File: src/rtl/hilo_muldiv_unit.sv
// HI/LO register pair with MULT/MULTU/DIV/DIVU/MTHI/MTLO execution.
// Divide is an iterative restoring divider; multiply is iterative or single-cycle.
module hilo_muldiv_unit #(
  parameter int unsigned WIDTH    = 32,
  parameter int unsigned MUL_MODE = 0,
  parameter int unsigned CNT_W    = $clog2(WIDTH) + 1
) (
  input  logic             clk,
  input  logic             rst,
  input  logic             start,
  input  logic [2:0]       op,
  input  logic [WIDTH-1:0] rs_in,
  input  logic [WIDTH-1:0] rt_in,
  input  logic             abort,
  output logic             busy,
  output logic             done,
  output logic             div_by_zero,
  output logic [WIDTH-1:0] hi_out,
  output logic [WIDTH-1:0] lo_out
);

  typedef enum logic [1:0] {StIdle, StRun, StFix} state_e;

  state_e               state_q;
  logic [CNT_W-1:0]     cnt_q;
  logic [WIDTH-1:0]     hi_q, lo_q;
  logic                 busy_q, done_q, dbz_q;
  // Mul: {partial sum, multiplier}; div: {remainder, quotient}.
  logic [2*WIDTH-1:0]   p_q;
  logic [WIDTH-1:0]     opb_q;
  logic                 is_div_q, neg_q, rem_neg_q;

  logic                 is_signed, a_neg, b_neg;
  logic [WIDTH-1:0]     a_mag, b_mag;
  logic [2*WIDTH-1:0]   prod_full, fast_prod;
  logic [WIDTH:0]       mul_sum, div_rsh, div_trial;
  logic [2*WIDTH-1:0]   mul_fix;
  logic [WIDTH-1:0]     quo_fix, rem_fix;

  always_comb begin
    is_signed = ~op[0];
    a_neg     = is_signed & rs_in[WIDTH-1];
    b_neg     = is_signed & rt_in[WIDTH-1];
    a_mag     = a_neg ? -rs_in : rs_in;
    b_mag     = b_neg ? -rt_in : rt_in;
    prod_full = {{WIDTH{1'b0}}, a_mag} * {{WIDTH{1'b0}}, b_mag};
    fast_prod = (a_neg ^ b_neg) ? -prod_full : prod_full;

    mul_sum   = {1'b0, p_q[2*WIDTH-1:WIDTH]} + (p_q[0] ? {1'b0, opb_q} : '0);
    div_rsh   = {p_q[2*WIDTH-1:WIDTH], p_q[WIDTH-1]};
    div_trial = div_rsh - {1'b0, opb_q};

    mul_fix   = neg_q ? -p_q : p_q;
    quo_fix   = neg_q ? -p_q[WIDTH-1:0] : p_q[WIDTH-1:0];
    rem_fix   = rem_neg_q ? -p_q[2*WIDTH-1:WIDTH] : p_q[2*WIDTH-1:WIDTH];
  end

  always_ff @(posedge clk or posedge rst) begin
    if (rst) begin
      state_q   <= StIdle;
      cnt_q     <= '0;
      hi_q      <= '0;
      lo_q      <= '0;
      busy_q    <= 1'b0;
      done_q    <= 1'b0;
      dbz_q     <= 1'b0;
      p_q       <= '0;
      opb_q     <= '0;
      is_div_q  <= 1'b0;
      neg_q     <= 1'b0;
      rem_neg_q <= 1'b0;
    end else begin
      done_q <= 1'b0;
      dbz_q  <= 1'b0;
      unique case (state_q)
        StIdle: begin
          // abort on the accepting edge drops the start
          if (start && !abort) begin
            case (op)
              3'b100: begin
                hi_q   <= rs_in;
                done_q <= 1'b1;
              end
              3'b101: begin
                lo_q   <= rs_in;
                done_q <= 1'b1;
              end
              3'b000, 3'b001: begin
                if (MUL_MODE == 1) begin
                  {hi_q, lo_q} <= fast_prod;
                  done_q       <= 1'b1;
                end else begin
                  p_q      <= {{WIDTH{1'b0}}, a_mag};
                  opb_q    <= b_mag;
                  is_div_q <= 1'b0;
                  neg_q    <= a_neg ^ b_neg;
                  cnt_q    <= CNT_W'(WIDTH - 1);
                  busy_q   <= 1'b1;
                  state_q  <= StRun;
                end
              end
              3'b010, 3'b011: begin
                if (rt_in == '0) begin
                  done_q <= 1'b1;
                  dbz_q  <= 1'b1;
                end else begin
                  p_q       <= {{WIDTH{1'b0}}, a_mag};
                  opb_q     <= b_mag;
                  is_div_q  <= 1'b1;
                  neg_q     <= a_neg ^ b_neg;
                  rem_neg_q <= a_neg;
                  cnt_q     <= CNT_W'(WIDTH - 1);
                  busy_q    <= 1'b1;
                  state_q   <= StRun;
                end
              end
              default: ;
            endcase
          end
        end
        StRun: begin
          if (abort) begin
            busy_q  <= 1'b0;
            state_q <= StIdle;
          end else begin
            if (is_div_q) begin
              p_q[2*WIDTH-1:WIDTH] <= div_trial[WIDTH] ? div_rsh[WIDTH-1:0]
                                                       : div_trial[WIDTH-1:0];
              p_q[WIDTH-1:0]       <= {p_q[WIDTH-2:0], ~div_trial[WIDTH]};
            end else begin
              p_q <= {mul_sum, p_q[WIDTH-1:1]};
            end
            if (cnt_q == '0) state_q <= StFix;
            else             cnt_q   <= cnt_q - 1'b1;
          end
        end
        StFix: begin
          busy_q  <= 1'b0;
          state_q <= StIdle;
          if (!abort) begin
            if (is_div_q) begin
              lo_q <= quo_fix;
              hi_q <= rem_fix;
            end else begin
              {hi_q, lo_q} <= mul_fix;
            end
            done_q <= 1'b1;
          end
        end
        default: state_q <= StIdle;
      endcase
    end
  end

  assign busy        = busy_q;
  assign done        = done_q;
  assign div_by_zero = dbz_q;
  assign hi_out      = hi_q;
  assign lo_out      = lo_q;

endmodule

File: config.mk
export PLATFORM = sky130hd
export DESIGN_NAME = hilo_muldiv_unit
export DESIGN_NICKNAME = d
export VERILOG_FILES = /design/src/rtl/hilo_muldiv_unit.sv
export SDC_FILE = /design/constraint.sdc
export NUM_CORES = 1
export LEC_CHECK = 0
export ABC_AREA = 1
export BUFFER_PORTS_ARGS = -buffer_cell sky130_fd_sc_hd__buf_2
export CELL_PAD_IN_SITES_DETAIL_PLACEMENT = 0
export CELL_PAD_IN_SITES_GLOBAL_PLACEMENT = 1
export CORE_MARGIN = 2
export CORE_UTILIZATION = 30
export DETAILED_ROUTE_END_ITERATION = 16
export GPL_TIMING_DRIVEN = 0
export PLACE_DENSITY = 0.71
export SLEW_MARGIN = 20
export SYNTH_ARGS = -nofsm -noshare
export SYNTH_HDL_FRONTEND = slang
export SYNTH_SLANG_ARGS = --single-unit
File: constraint.sdc
create_clock -name clk -period 18.2 [get_ports clk]
set_input_delay 5.46 -clock clk [delete_from_list [all_inputs] [get_ports clk]]
set_output_delay 5.46 -clock clk [all_outputs]
set_load 0.05 [all_outputs]
; ---- Word-level counts from Yosys, hierarchy flattened
; Cells that the tools add are included.
[op_classes]
add_sub_neg = 8
n_eq_ne = 18
n_mux = 53
bitwise = 6
reduce_logical = 21
[ops]
columns = cell, count
row1 = $mux 32, 15
row2 = $mux 64, 5
row3 = $pmux 64 s2, 2
row4 = $pmux 32 s2, 3
row5 = $neg 32->32, 4
row6 = $neg 64->64, 1
row7 = $add 32x32->33, 1
row8 = $sub 33x32->33, 1
row9 = $logic_not 32->1, 1
row10 = $mux 6, 4
row11 = $pmux 6 s2, 2
row12 = $reduce_and 4->1, 5
row13 = $ne 2x2->1 const B, 6
row14 = $mux 1, 10
row15 = $pmux 1 s2, 5
row16 = $reduce_and 5->1, 2
row17 = $mux 2, 4
row18 = $pmux 2 s2, 2
row19 = $eq 3x2->1 const B, 2
row20 = $eq 3x3->1 const B, 2
row21 = $logic_not 6->1, 1
row22 = $ne 3x3->1 const B, 2
row23 = $reduce_and 6->1, 1
row24 = $reduce_bool 2->1, 3
row25 = 16 further kinds, 22
[word_totals]
reg_bits = 174
input_bits = 71
output_inout_bits = 67
word_cells = 118

; ---- Logic depth before layout (Yosys ltp)
[logic_depth]
word_depth = 7
depth_mapped = 20
depth_no_buf = 19

; ---- Worst setup path after synthesis
; OpenSTA, ideal clock, no wires.
[synth_path]
kind = in2reg
from = input port rt_in[0]
to = register p_q[33]
setup_ps = 118
arrival_time_ps = 6835
required_ps = 18082
setup_slack_ps = 11247
cell_stages = 13
n_path_buf = 2
cell_sequence = inv_1 ha_1 nand2_1 nor2_4 nand3_2 nor2_4 nand4_4 nand2_4 nor2_2 buf_6 buf_6 nand3_1 nand2_1
[synth_via]
elab_chain_len = 3
[synth_rtl]
columns = element, line
row1 = from (decl), 13  ; input logic [WIDTH-1:0] rt_in,
row2 = $logic_not 32->1, 103  ; if (rt_in == '0) begin
row3 = $ne 3x3->1 (no line), --
row4 = $reduce_and 5->1 (no line), --
row5 = to (signal assigned), 107  ; p_q <= {{WIDTH{1'b0}}, a_mag};
row6 = "to (signal, indexed assignment)", 127  ; p_q[2*WIDTH-1:WIDTH] <= div_trial[WIDTH] ? div_rsh[WIDTH-1:0]
row7 = "to (signal, indexed assignment)", 129  ; p_q[WIDTH-1:0] <= {p_q[WIDTH-2:0], ~div_trial[WIDTH]};
row8 = to (decl), 29  ; logic [2*WIDTH-1:0] p_q;
; Every way passes these cells.
; A chain may end at the register's enable or synchronous reset.

; ---- Worst setup path after layout
[layout_path]
from = input port rt_in[0]
to = register p_q[48]
; Same word-level chain as after synthesis.

==> results.rst <==
.. list-table::
   :header-rows: 1

   * - Metric
     - Value
   * - Minimum setup slack after placement
     - approximately 11 ns
   * - Initial antenna violation count
     - 2
   * - Antenna viol nets, final
     - 0
   * - Share of the clock period used by the worst path after layout
     - 39.4%
   * - Pin count of the biggest net entering global routing
     - 73
   * - GP Congestion
     - 0.976
   * - Maximum number of buffers from clock root to sink
     - 2
   * - Average via count per standard cell
     - 5.20
   * - Width of the chip
     - 245 um
   * - Vert. Die Dim
     - 245 um
   * - Hold Path Class
     - reg -> reg
   * - Number of synthesized flops with an enable pin
     - 0
   * - Detailed-placement wirelength estimate
     - 66500 um
   * - Hold buffer count at CTS
     - 0
   * - Buffers on Ports
     - 137
   * - Fraction of the yosys area taken by sequential cells
     - 25.0%
   * - Crit path max fanout
     - 10
   * - Leakage
     - 10.1 nW
   * - Cell-internal power
     - ~1.6 mW
   * - Reported max-cap violation count
     - 0
   * - Final-report hold violation count
     - 0
   * - Ys flop type
     - dfrtp_1
   * - Fraction of power consumed by the clock network
     - slightly below 9%
   * - Proportion of netlist area held by the largest area contributor
     - 25.0%
   * - Resize count post-CTS
     - 0
   * - Overall routing resource usage
     - 26.9%
   * - Outcome
     - completed
   * - RSZ-0062 raised after global routing
     - false
   * - Final-stage net count
     - between 3k and 4k
   * - Depth of the CTS H-tree
     - 4
   * - Average routed wire per standard cell
     - 20.6 um
   * - Ant diodes
     - 0
   * - DRT iter0 DRCs
     - 2047
   * - CTS root buf
     - clkbuf_16
   * - Post-Route Hold Slack
     - 0.472 ns
   * - Flop and latch count out of synthesis
     - 174
   * - Setup TNS
     - 0 ns
   * - Clock Latency Late Sink
     - 0.50 ns
   * - Share of flip-flops with an asynchronous set or reset after synthesis
     - 100%
   * - Worst IR Drop VDD
     - 0.0960 mV
   * - R2r worst-path depth
     - 19
   * - Num ports
     - around 140
   * - Start-to-end type of the worst setup path
     - in -> reg
   * - Cell count of the worst hold path
     - 2
   * - Final wirelength
     - 80600 um
   * - Number of iterations in the first detailed-routing pass
     - 6
   * - Portion of total power attributed to sequential cells
     - 19.2%
   * - Setup slack after layout
     - 11.04 ns
   * - Clock tree skew after final layout
     - 0.0224 ns
   * - Total non-filler cell area in the finished layout
     - just under 20000 um2
   * - Most frequently used cell type in the post-synthesis netlist
     - nand2_1
   * - CORE AREA
     - 57600 um2
   * - Total CTS buffers
     - 17
   * - Net switching power
     - 2.66 mW
   * - Post-DP Area
     - 19100 um2
   * - Routed via count
     - 20.3k
   * - Syn_area_per_cell
     - between 5 and 6 um2
   * - Area contributors post-synth
     - dfrtp_1 (25%), nand2_1 (19%), nor2_1 (9.0%)
   * - Core occupancy in the finished layout
     - between 30 and 40%
   * - DRC Markers
     - 0
   * - Required time at the worst-slack endpoint
     - 18.58 ns
   * - Synth-to-Final Area Change
     - 13.0%
   * - Remaining global-route overflow
     - 0
   * - Mapped Nets
     - 3124
   * - Measured slew at the worst slew-check pin
     - 1.09 ns
   * - Initial cell density of the core
     - 30.3%
   * - Combinational Power Share
     - 71.9%
   * - Number of global-route vias before repair
     - 18.8k
   * - Layout cells sized above 1
     - 7.70%
   * - Power density over the cells
     - 217 nW/um2
   * - Share of total power consumed by net switching
     - between 60% and 70%
   * - TritonCTS clock tree
     - yes
   * - Post-CTS repair timing setup buffer count
     - 0
   * - Min Tclk post-route
     - just over 7 ns
   * - Number of synthesis warnings
     - 0
   * - FILL cells
     - 6629
   * - Wire length of the first global-routing pass
     - 120000 um
   * - Synth cell count leaders
     - nand2_1 (861), nor2_1 (418), inv_1 (396)
   * - Post-CTS clock slew at the launch and capture registers of the worst setup and hold paths
     - approximately 0.070 ns
   * - Critical path startpoint category
     - input port
   * - Maximum clock rate
     - approximately 0.14 GHz
   * - Crit path capture type
     - flip-flop
   * - Final setup fails
     - 0
   * - Syn Std Cell Area
     - 17400 um2
   * - Site Rows
     - 88
   * - Critical Path AT
     - 7.55 ns
   * - Max Slew Vio Count
     - 0
   * - Cell count after synthesis
     - 2974
   * - Die area
     - 60000 um2
   * - Sink count of the clock tree
     - 174
   * - Biggest area consumer among synthesized cells
     - dfrtp_1
   * - Worst relative slew slack
     - 27.3%
   * - Netlist cell types
     - 48
==> layout by cell type (no fill, tap or decap), types with 3 or more instances in the layout <==
master       n
ha_1        77
o21a_1       4
nor2_1     418
xor2_1      33
inv_2       10
buf_1       12
nor2_4       4
nand2_1    861
nand3_2      4
or2_2        7
o21ai_1     28
a21o_1       8
a22oi_1      3
nor3_1      18
buf_4        9
o21ai_0    201
o31ai_1      8
clkbuf_16   17
or2_1        3
nor2_2       8
nand3b_1    18
nand2_2      7
nor4_1       4
buf_2      147
o211ai_1     7
inv_6        5
a31oi_1     41
a21oi_1    185
nand4_1     31
clkbuf_1    60
xnor2_1     22
buf_6        6
o21bai_1     4
inv_1      395
dfrtp_1    174
clkinv_2     3
nand3_1    274
==> per-layer routing <==
layer / global-route usage [%] / vias up / wire length (um)
met1: 38.6 / 9506 / 38000
met3: 7.61 / 95 / 7670
met4: 7.55 / 2 / 2040
met2: 38.9 / 831 / 32900
li1: - / 9879 / -
met5: 0 / - / 13
==> kinds of logic after synthesis <==
family | after synthesis | synth area share (%)
AOI/OAI and AO/OA | 497 | 15.2
xor gates and xnor gates | 55 | 2.76
adders and majority gates | 79 | 5.76
buffers and inverters | 503 | 11.4
DFF | 174 | 25.0
and+or+nand+nor | 1666 | 39.9
==> critical path, cell delays in order <==
cell	delay, ns
buf_2	0.11
inv_1	0.07
ha_1	0.17
nand2_1	0.15
nor2_4	0.17
nand3_2	0.16
nor2_4	0.21
nand4_4	0.17
nand2_4	0.17
nor2_2	0.08
inv_2	0.14
buf_4	0.24
a21oi_1	0.09
nand2_1	0.10
nand2_1	0.05
==> final timing paths <==
| kind | from | end | slack (ns) |
|---|---|---|---|
| setup reg to reg | p_q[0] | p_q[59] | 14.17 |
| min in group asynchronous | rst | p_q[37] | 4.95 |
| hold reg to reg | lo_out[1] | lo_out[1] | 0.47 |
| setup / recovery | rt_in[0] | p_q[48] | 11.04 |
| max in group asynchronous | rst | p_q[23] | 12.23 |
| hold / removal | lo_out[1] | lo_out[1] | 0.47 |
==> power groups by stage <==
stage,Sequential [mW],Combinational [mW],Clock (mW)
3_3_place_gp,0.820,3.01,0
6_report,0.822,3.07,0.380
3_5_place_dp,0.820,3.01,0
5_1_grt,0.840,3.39,0.402
2_1_floorplan,0.947,1.83,0
4_1_cts,0.814,3.02,0.388
==> through the flow <==
| stage | std cells | total power, mW |
|---|---|---|
| after floorplan | 2974 | 2.78 |
| after global placement | 3876 | 3.83 |
| after detailed placement | 3878 | 3.83 |
| after CTS | 3909 | 4.22 |
| after global routing | 3909 | 4.63 |
| final | 3909 | 4.28 |
==> layout make-up <==
type                       count  area (um2)  area share (%)
multi-input combinational   2297       11100            56.3
sequential                   174        4350            22.1
inverter                     407        1540            7.80
tap                          765         957            4.86
timing repair buffer         139         741            3.76
clock buffer                  20         457            2.32
buffer                        96         452            2.29
clock inverter                11         105           0.534
==> sequential cells by signal, summed over array words and instances, names as in the netlist <==
register,count
neg_q,1
div_by_zero,1
state_q,2
done,1
p_q,64
cnt_q,6
lo_out,32
hi_out,32
busy,1
opb_q,32
rem_neg_q,1
is_div_q,1
No activity file was read; power rests on OpenSTA's default activity.
